## src/rtl/decode_hazard_ctrl.sv

```systemverilog
// decode_hazard_ctrl
//
// Purpose: instruction-decode stage holding register with valid/ready
// handshakes toward fetch and execute. It inserts a one-cycle bubble per
// cycle while a load in EX writes a source register of the held
// instruction. It kills the held instruction on a branch/jump flush. It also
// keeps saturating counters of bubble cycles and of flushes that killed a
// valid instruction.
//
// Ports:
//   clk, rst      - clock (rising edge), asynchronous active-high reset
//   if_valid      - fetch presents if_pc / if_instr
//   if_pc         - PC of the presented instruction
//   if_instr      - presented instruction word
//   id_ready      - stage accepts the fetch word this cycle
//   id_pc         - registered PC of the held instruction
//   id_instr      - registered instruction word (NOP_INSTR when empty)
//   ex_valid      - held instruction is offered to EX
//   ex_ready      - EX accepts the offer this cycle
//   ex_is_load    - instruction currently in EX is a load
//   ex_rd         - destination register of the instruction in EX
//   flush         - taken branch/jump resolved in EX, kill decode contents
//   hazard_stall  - load-use bubble inserted this cycle
//   stall_cnt     - saturating count of bubble cycles
//   flush_cnt     - saturating count of flushes that killed a valid word

module decode_hazard_ctrl #(
  parameter int          CNT_W     = 16,
  parameter logic [31:0] NOP_INSTR = 32'h0000_0013
) (
  input  logic             clk,
  input  logic             rst,
  input  logic             if_valid,
  input  logic [31:0]      if_pc,
  input  logic [31:0]      if_instr,
  output logic             id_ready,
  output logic [31:0]      id_pc,
  output logic [31:0]      id_instr,
  output logic             ex_valid,
  input  logic             ex_ready,
  input  logic             ex_is_load,
  input  logic [4:0]       ex_rd,
  input  logic             flush,
  output logic             hazard_stall,
  output logic [CNT_W-1:0] stall_cnt,
  output logic [CNT_W-1:0] flush_cnt
);

  typedef enum logic {
    EMPTY = 1'b0,
    FULL  = 1'b1
  } state_t;

  state_t     state;
  logic [6:0] opcode;
  logic [4:0] rs1;
  logic [4:0] rs2;
  logic       uses_rs1;
  logic       uses_rs2;
  logic       is_full;
  logic       hazard;
  logic       transfer;
  logic       capture;

  assign opcode  = id_instr[6:0];
  assign rs1     = id_instr[19:15];
  assign rs2     = id_instr[24:20];
  assign is_full = (state == FULL);

  // Source-register usage by opcode. R-type, store and branch read both
  // sources. OP-IMM, load and JALR read rs1 only. Everything else (LUI,
  // AUIPC, JAL, system, ...) reads none, so stray bits in those fields
  // never cause a false stall.
  always_comb begin
    uses_rs1 = 1'b0;
    uses_rs2 = 1'b0;
    case (opcode)
      7'b0110011, 7'b0100011, 7'b1100011: begin
        uses_rs1 = 1'b1;
        uses_rs2 = 1'b1;
      end
      7'b0010011, 7'b0000011, 7'b1100111: begin
        uses_rs1 = 1'b1;
      end
      default: begin
        uses_rs1 = 1'b0;
        uses_rs2 = 1'b0;
      end
    endcase
  end

  // x0 is hardwired to zero, so a load targeting it can never create a
  // real dependency.
  assign hazard = is_full && ex_is_load && (ex_rd != 5'd0) &&
                  ((uses_rs1 && (ex_rd == rs1)) || (uses_rs2 && (ex_rd == rs2))) &&
                  !flush;

  assign hazard_stall = hazard;
  assign ex_valid     = is_full && !hazard && !flush;
  assign id_ready     = flush || !is_full || (ex_valid && ex_ready);
  assign transfer     = ex_valid && ex_ready;
  // A flush raises id_ready but the fetched word is wrong-path, so it is
  // excluded from capture.
  assign capture      = if_valid && id_ready && !flush;

  // Stage register and counters. Flush wins over everything. A capture
  // (alone or together with a transfer) refills the stage. A transfer
  // without a capture empties it. Otherwise the word is held.
  always_ff @(posedge clk or posedge rst) begin
    if (rst) begin
      state     <= EMPTY;
      id_pc     <= 32'd0;
      id_instr  <= NOP_INSTR;
      stall_cnt <= '0;
      flush_cnt <= '0;
    end else begin
      if (flush) begin
        state    <= EMPTY;
        id_pc    <= 32'd0;
        id_instr <= NOP_INSTR;
      end else if (capture) begin
        state    <= FULL;
        id_pc    <= if_pc;
        id_instr <= if_instr;
      end else if (transfer) begin
        state    <= EMPTY;
        id_instr <= NOP_INSTR;
      end

      if (hazard && (stall_cnt != {CNT_W{1'b1}})) begin
        stall_cnt <= stall_cnt + 1'b1;
      end

      if (flush && is_full && (flush_cnt != {CNT_W{1'b1}})) begin
        flush_cnt <= flush_cnt + 1'b1;
      end
    end
  end

endmodule

```

## config.mk

```make
export PLATFORM = sky130hd
export DESIGN_NAME = decode_hazard_ctrl
export DESIGN_NICKNAME = d
export VERILOG_FILES = /design/src/rtl/decode_hazard_ctrl.sv
export SDC_FILE = /design/constraint.sdc
export NUM_CORES = 1
export LEC_CHECK = 0
export ABC_AREA = 1
export BUFFER_PORTS_ARGS = -buffer_cell sky130_fd_sc_hd__buf_2
export CAP_MARGIN = 0
export CORE_ASPECT_RATIO = 1.5
export CORE_MARGIN = 5
export CORE_UTILIZATION = 35
export CTS_BUF_LIST = sky130_fd_sc_hd__clkbuf_16
export DETAILED_ROUTE_END_ITERATION = 8
export GPL_ROUTABILITY_DRIVEN = 0
export PLACE_DENSITY = 0.65
export SLEW_MARGIN = 25
export SYNTH_ARGS = -nofsm -noshare
export SYNTH_HDL_FRONTEND = slang
export SYNTH_SLANG_ARGS = --single-unit
```

## constraint.sdc

```tcl
create_clock -name clk -period 4.86 [get_ports clk]
set_input_delay 0.729 -clock clk [delete_from_list [all_inputs] [get_ports clk]]
set_output_delay 0.729 -clock clk [all_outputs]
set_load 0.005 [all_outputs]
```

==> impl_table.tex <==
\begin{tabular}{lr}
\hline
Metric & Value \\
\hline
\multicolumn{2}{l}{\textbf{Drt}} \\
\quad Post-route ant nets & 0 \\
\quad Iteration-0 DRC Markers & 194 \\
\quad Via density per instance & 4.89 \\
\quad Detailed Routing Iterations Pass 1 & 4 \\
\quad Via count & $\sim$4,600 \\
\quad DRC violation count after routing & 0 \\
\quad Routed wire length & between 10 and 15 mm \\
\quad Routed len/inst & about 15 µm \\
\multicolumn{2}{l}{\textbf{Die}} \\
\quad Die Width & 108 µm \\
\quad Height of the die & $\sim$160 µm \\
\quad I/O pin total & between 150 and 200 \\
\quad Initial Util & about 36\% \\
\quad Cell row count & 53 \\
\quad Core Area & $\sim$14,000 µm² \\
\quad Die area & $\sim$17,000 µm² \\
\multicolumn{2}{l}{\textbf{Timing}} \\
\quad Setup violation total in the final timing report & 0 \\
\quad Maximum clock frequency & 307 MHz \\
\quad Worst hold margin & just under 500 ps \\
\quad Relative slew slack & just under 30\% \\
\quad Min cycle time layout & around 3300 ps \\
\quad Clock Skew & a little under 8 ps \\
\quad Total Negative Setup Slacks & 0 ps \\
\quad Final period utilization & about two thirds \\
\quad Setup repair after global routing missed its margin & no \\
\quad Max-slew violations & 0 \\
\quad Transition at the pin with the smallest max-transition slack & 1050 ps \\
\quad Hold Vio Cnt, Final & 0 \\
\multicolumn{2}{l}{\textbf{Cells and area}} \\
\quad Utilization of the core after routing & 44.5\% \\
\quad Top library cells by usage in the layout, fill and taps aside & sky130\_fd\_sc\_hd\_\_buf\_2, sky130\_fd\_sc\_hd\_\_nand2\_1, sky130\_fd\_sc\_hd\_\_dfrtp\_1 \\
\quad Antenna diode count & 0 \\
\quad Area growth syn-to-layout & 24.6\% \\
\quad Number of nets in the final layout & a little over 800 \\
\quad Fill cell count & $\sim$1,500 \\
\quad Layout cell share with drive strength beyond 1 & between 20 and 30\% \\
\quad Most common library cell in the layout ignoring fill and taps & sky130\_fd\_sc\_hd\_\_buf\_2 \\
\quad Flip-flop and latch area & about 2400 µm² \\
\quad Non-filler cells, final & between 900 and 1,000 \\
\quad Multi-input gate area & 2070 µm² \\
\multicolumn{2}{l}{\textbf{Place}} \\
\quad Post-DP HPWL & approximately 11 mm \\
\quad Cell total after placement & between 900 and 1,000 \\
\quad Buffers added on ports & 173 \\
\multicolumn{2}{l}{\textbf{Clocking}} \\
\quad Post-CTS Setup Inserts & 0 \\
\quad Resize count post-CTS & 0 \\
\quad Total clock sinks & between 90 and 100 \\
\quad H-Tree Level Count & 3 \\
\quad CTS Buf Count & 9 \\
\quad Clock buffer depth & 2 \\
\quad Clk Latency, worst-skew pair & $\sim$350 ps \\
\quad Hold-fix buffers at CTS & 0 \\
\quad CTS root buf & sky130\_fd\_sc\_hd\_\_clkbuf\_16 \\
\quad Clock edge transition at the registers on the reported setup and hold paths & around 70 ps \\
\quad CTS tree & yes \\
\multicolumn{2}{l}{\textbf{Setup path}} \\
\quad Maximum fanout encountered on the critical timing path & 33 \\
\quad Worst path arrival time & 2530 ps \\
\quad Category of the worst setup path capture point & primary output \\
\quad Class of the most critical setup path & reg -> out \\
\quad Sort of element at the start of the critical path & register \\
\quad Data required time of the critical path & a little over 4000 ps \\
\multicolumn{2}{l}{\textbf{Yosys}} \\
\quad Syn Std Cell Area & approximately 5000 µm² \\
\quad Count of flip-flops with a built-in enable after synthesis & 0 \\
\quad Register bit count reported by yosys & between 90 and 100 \\
\quad Mean cell area of the mapped netlist & 8.47 µm² \\
\quad Sequential fraction of the synthesis area & 48.4\% \\
\quad Unique cell type count in the Yosys netlist & 30 \\
\quad Count of mapped cells out of synthesis & slightly below 600 \\
\quad Async set-or-reset flop fraction in the synthesized netlist & between 90\% and 100\% \\
\quad Synth Net Count & 670 \\
\quad Most used flip-flop cell after synthesis & sky130\_fd\_sc\_hd\_\_dfrtp\_1 \\
\quad Yosys synthesis warning count & 0 \\
\multicolumn{2}{l}{\textbf{Pwr}} \\
\quad Power per cell area & 314 nW/µm² \\
\quad Peak supply drop & 0.000165 V \\
\quad Static leakage & between 3 and 4 nW \\
\quad Sum of internal, switching and leakage power & between 1.5 and 2 mW \\
\multicolumn{2}{l}{\textbf{Run status}} \\
\quad Status & complete, no violations \\
\multicolumn{2}{l}{\textbf{GRT}} \\
\quad Number of antenna violations at the first check in global routing & 0 \\
\quad Wire length of the first global-routing pass & 23.0 mm \\
\quad Remaining global-route overflow & 0 \\
\quad Via count of the first global-routing pass & around 4,600 \\
\quad Global Route Usage Sum & around 17\% \\
\quad Maximum number of pins on one net before global-route repair & 101 \\
\multicolumn{2}{l}{\textbf{Run}} \\
\quad Max-cap violations & 0 \\
\multicolumn{2}{l}{\textbf{Worst hold path}} \\
\quad Worst hold-check path type & reg -> reg \\
\hline
\end{tabular}
[worst max-delay path, cell delays in order, from the launching register on]
cell	delay, ps
sky130_fd_sc_hd__dfrtp_1	540
sky130_fd_sc_hd__nand2_1	150
sky130_fd_sc_hd__nand2_1	90
sky130_fd_sc_hd__inv_1	40
sky130_fd_sc_hd__nand2_1	40
sky130_fd_sc_hd__nor2_1	40
sky130_fd_sc_hd__nand2_1	60
sky130_fd_sc_hd__nand2_1	70
sky130_fd_sc_hd__nand2_2	110
sky130_fd_sc_hd__nand3_4	320
sky130_fd_sc_hd__nand2_2	500
sky130_fd_sc_hd__buf_2	200
[logic make-up after synthesis]
family | share of synthesized area (%)
compound gates | 10.4
xor+xnor | 5.58
fa+ha+maj | 0.498
buf+inv | 10.3
flops | 48.4
simple gates | 24.8
[flip-flops by register name (all words and copies together) (netlist names)]
| name | cells |
|---|---|
| flush_cnt | 16 |
| stall_cnt | 16 |
| is_full | 1 |
| id_instr | 32 |
| id_pc | 32 |
[metrics by stage]
stage | worst slack, ps | instance area, µm²
final | 1600 | 6260
after floorplan | 1600 | 5020
after CTS | 1540 | 6260
after detailed placement | 1510 | 5960
after global routing | 1370 | 6260
after global placement | 1550 | 5960
[path summary, 6_finish.rpt]
| check | start | to | slack, ps | depth (start not counted) |
|---|---|---|---|---|
| max in group asynchronous | rst | id_pc[1]$_DFFE_PP0P_ | 3380 | 3 |
| min in group asynchronous | rst | stall_cnt[12]$_DFFE_PP0P_ | 540 | 2 |
| worst min-delay path | id_pc[20]$_DFFE_PP0P_ | id_pc[20]$_DFFE_PP0P_ | 490 | 2 |
| worst max register to register | id_instr[6]$_DFFE_PP0P_ | id_instr[21]$_DFFE_PP0P_ | 1920 | 13 |
| worst min register to register | id_pc[20]$_DFFE_PP0P_ | id_pc[20]$_DFFE_PP0P_ | 490 | 2 |
| worst max-delay path | id_instr[6]$_DFFE_PP0P_ | id_ready | 1600 | 11 |
[layer usage]
layer  wire length [µm]  vias up  track usage [%]
met5                  0        -                0
met4                540        0             9.09
met3                665       36             3.14
met2               7350      142             29.8
met1               5830     2122             19.9
li1                   -     2309                -
[cell type report]
| cell class | instances | area share (%) |
|---|---|---|
| clock buffers | 9 | 3.60 |
| clock inverters | 7 | 1.14 |
| inverters | 83 | 5.04 |
| multi-input cells | 376 | 33.1 |
| flip-flops and latches | 97 | 38.8 |
| well taps | 192 | 3.84 |
| repair buffers | 178 | 14.4 |
[cell usage after synthesis (3+ instances only)]
library cell	count	area (µm²)
sky130_fd_sc_hd__nand2_1	108	405
sky130_fd_sc_hd__dfrtp_1	94	2350
sky130_fd_sc_hd__inv_1	76	285
sky130_fd_sc_hd__nand3_1	59	295
sky130_fd_sc_hd__nand4_1	41	257
sky130_fd_sc_hd__o21ai_1	39	195
sky130_fd_sc_hd__o2111ai_1	32	280
sky130_fd_sc_hd__nor2_1	28	105
sky130_fd_sc_hd__xor2_1	20	175
sky130_fd_sc_hd__clkbuf_1	14	52.6
sky130_fd_sc_hd__xnor2_1	12	105
sky130_fd_sc_hd__nor3_1	8	40.0
sky130_fd_sc_hd__inv_2	7	26.3
sky130_fd_sc_hd__nor4_1	7	43.8
sky130_fd_sc_hd__buf_1	6	22.5
sky130_fd_sc_hd__buf_2	6	30.0
sky130_fd_sc_hd__buf_4	6	45.0
sky130_fd_sc_hd__nand2_2	6	37.5
sky130_fd_sc_hd__buf_6	5	56.3
sky130_fd_sc_hd__o21ai_0	4	20.0
sky130_fd_sc_hd__dfstp_2	3	78.8
[power by group]
group          internal (mW)  switching (mW)  total (mW)
Sequential             0.870          0.0639       0.934
Clock                  0.399           0.320       0.720
Combinational          0.125           0.184       0.310
No activity file was read; power rests on OpenSTA's default activity.
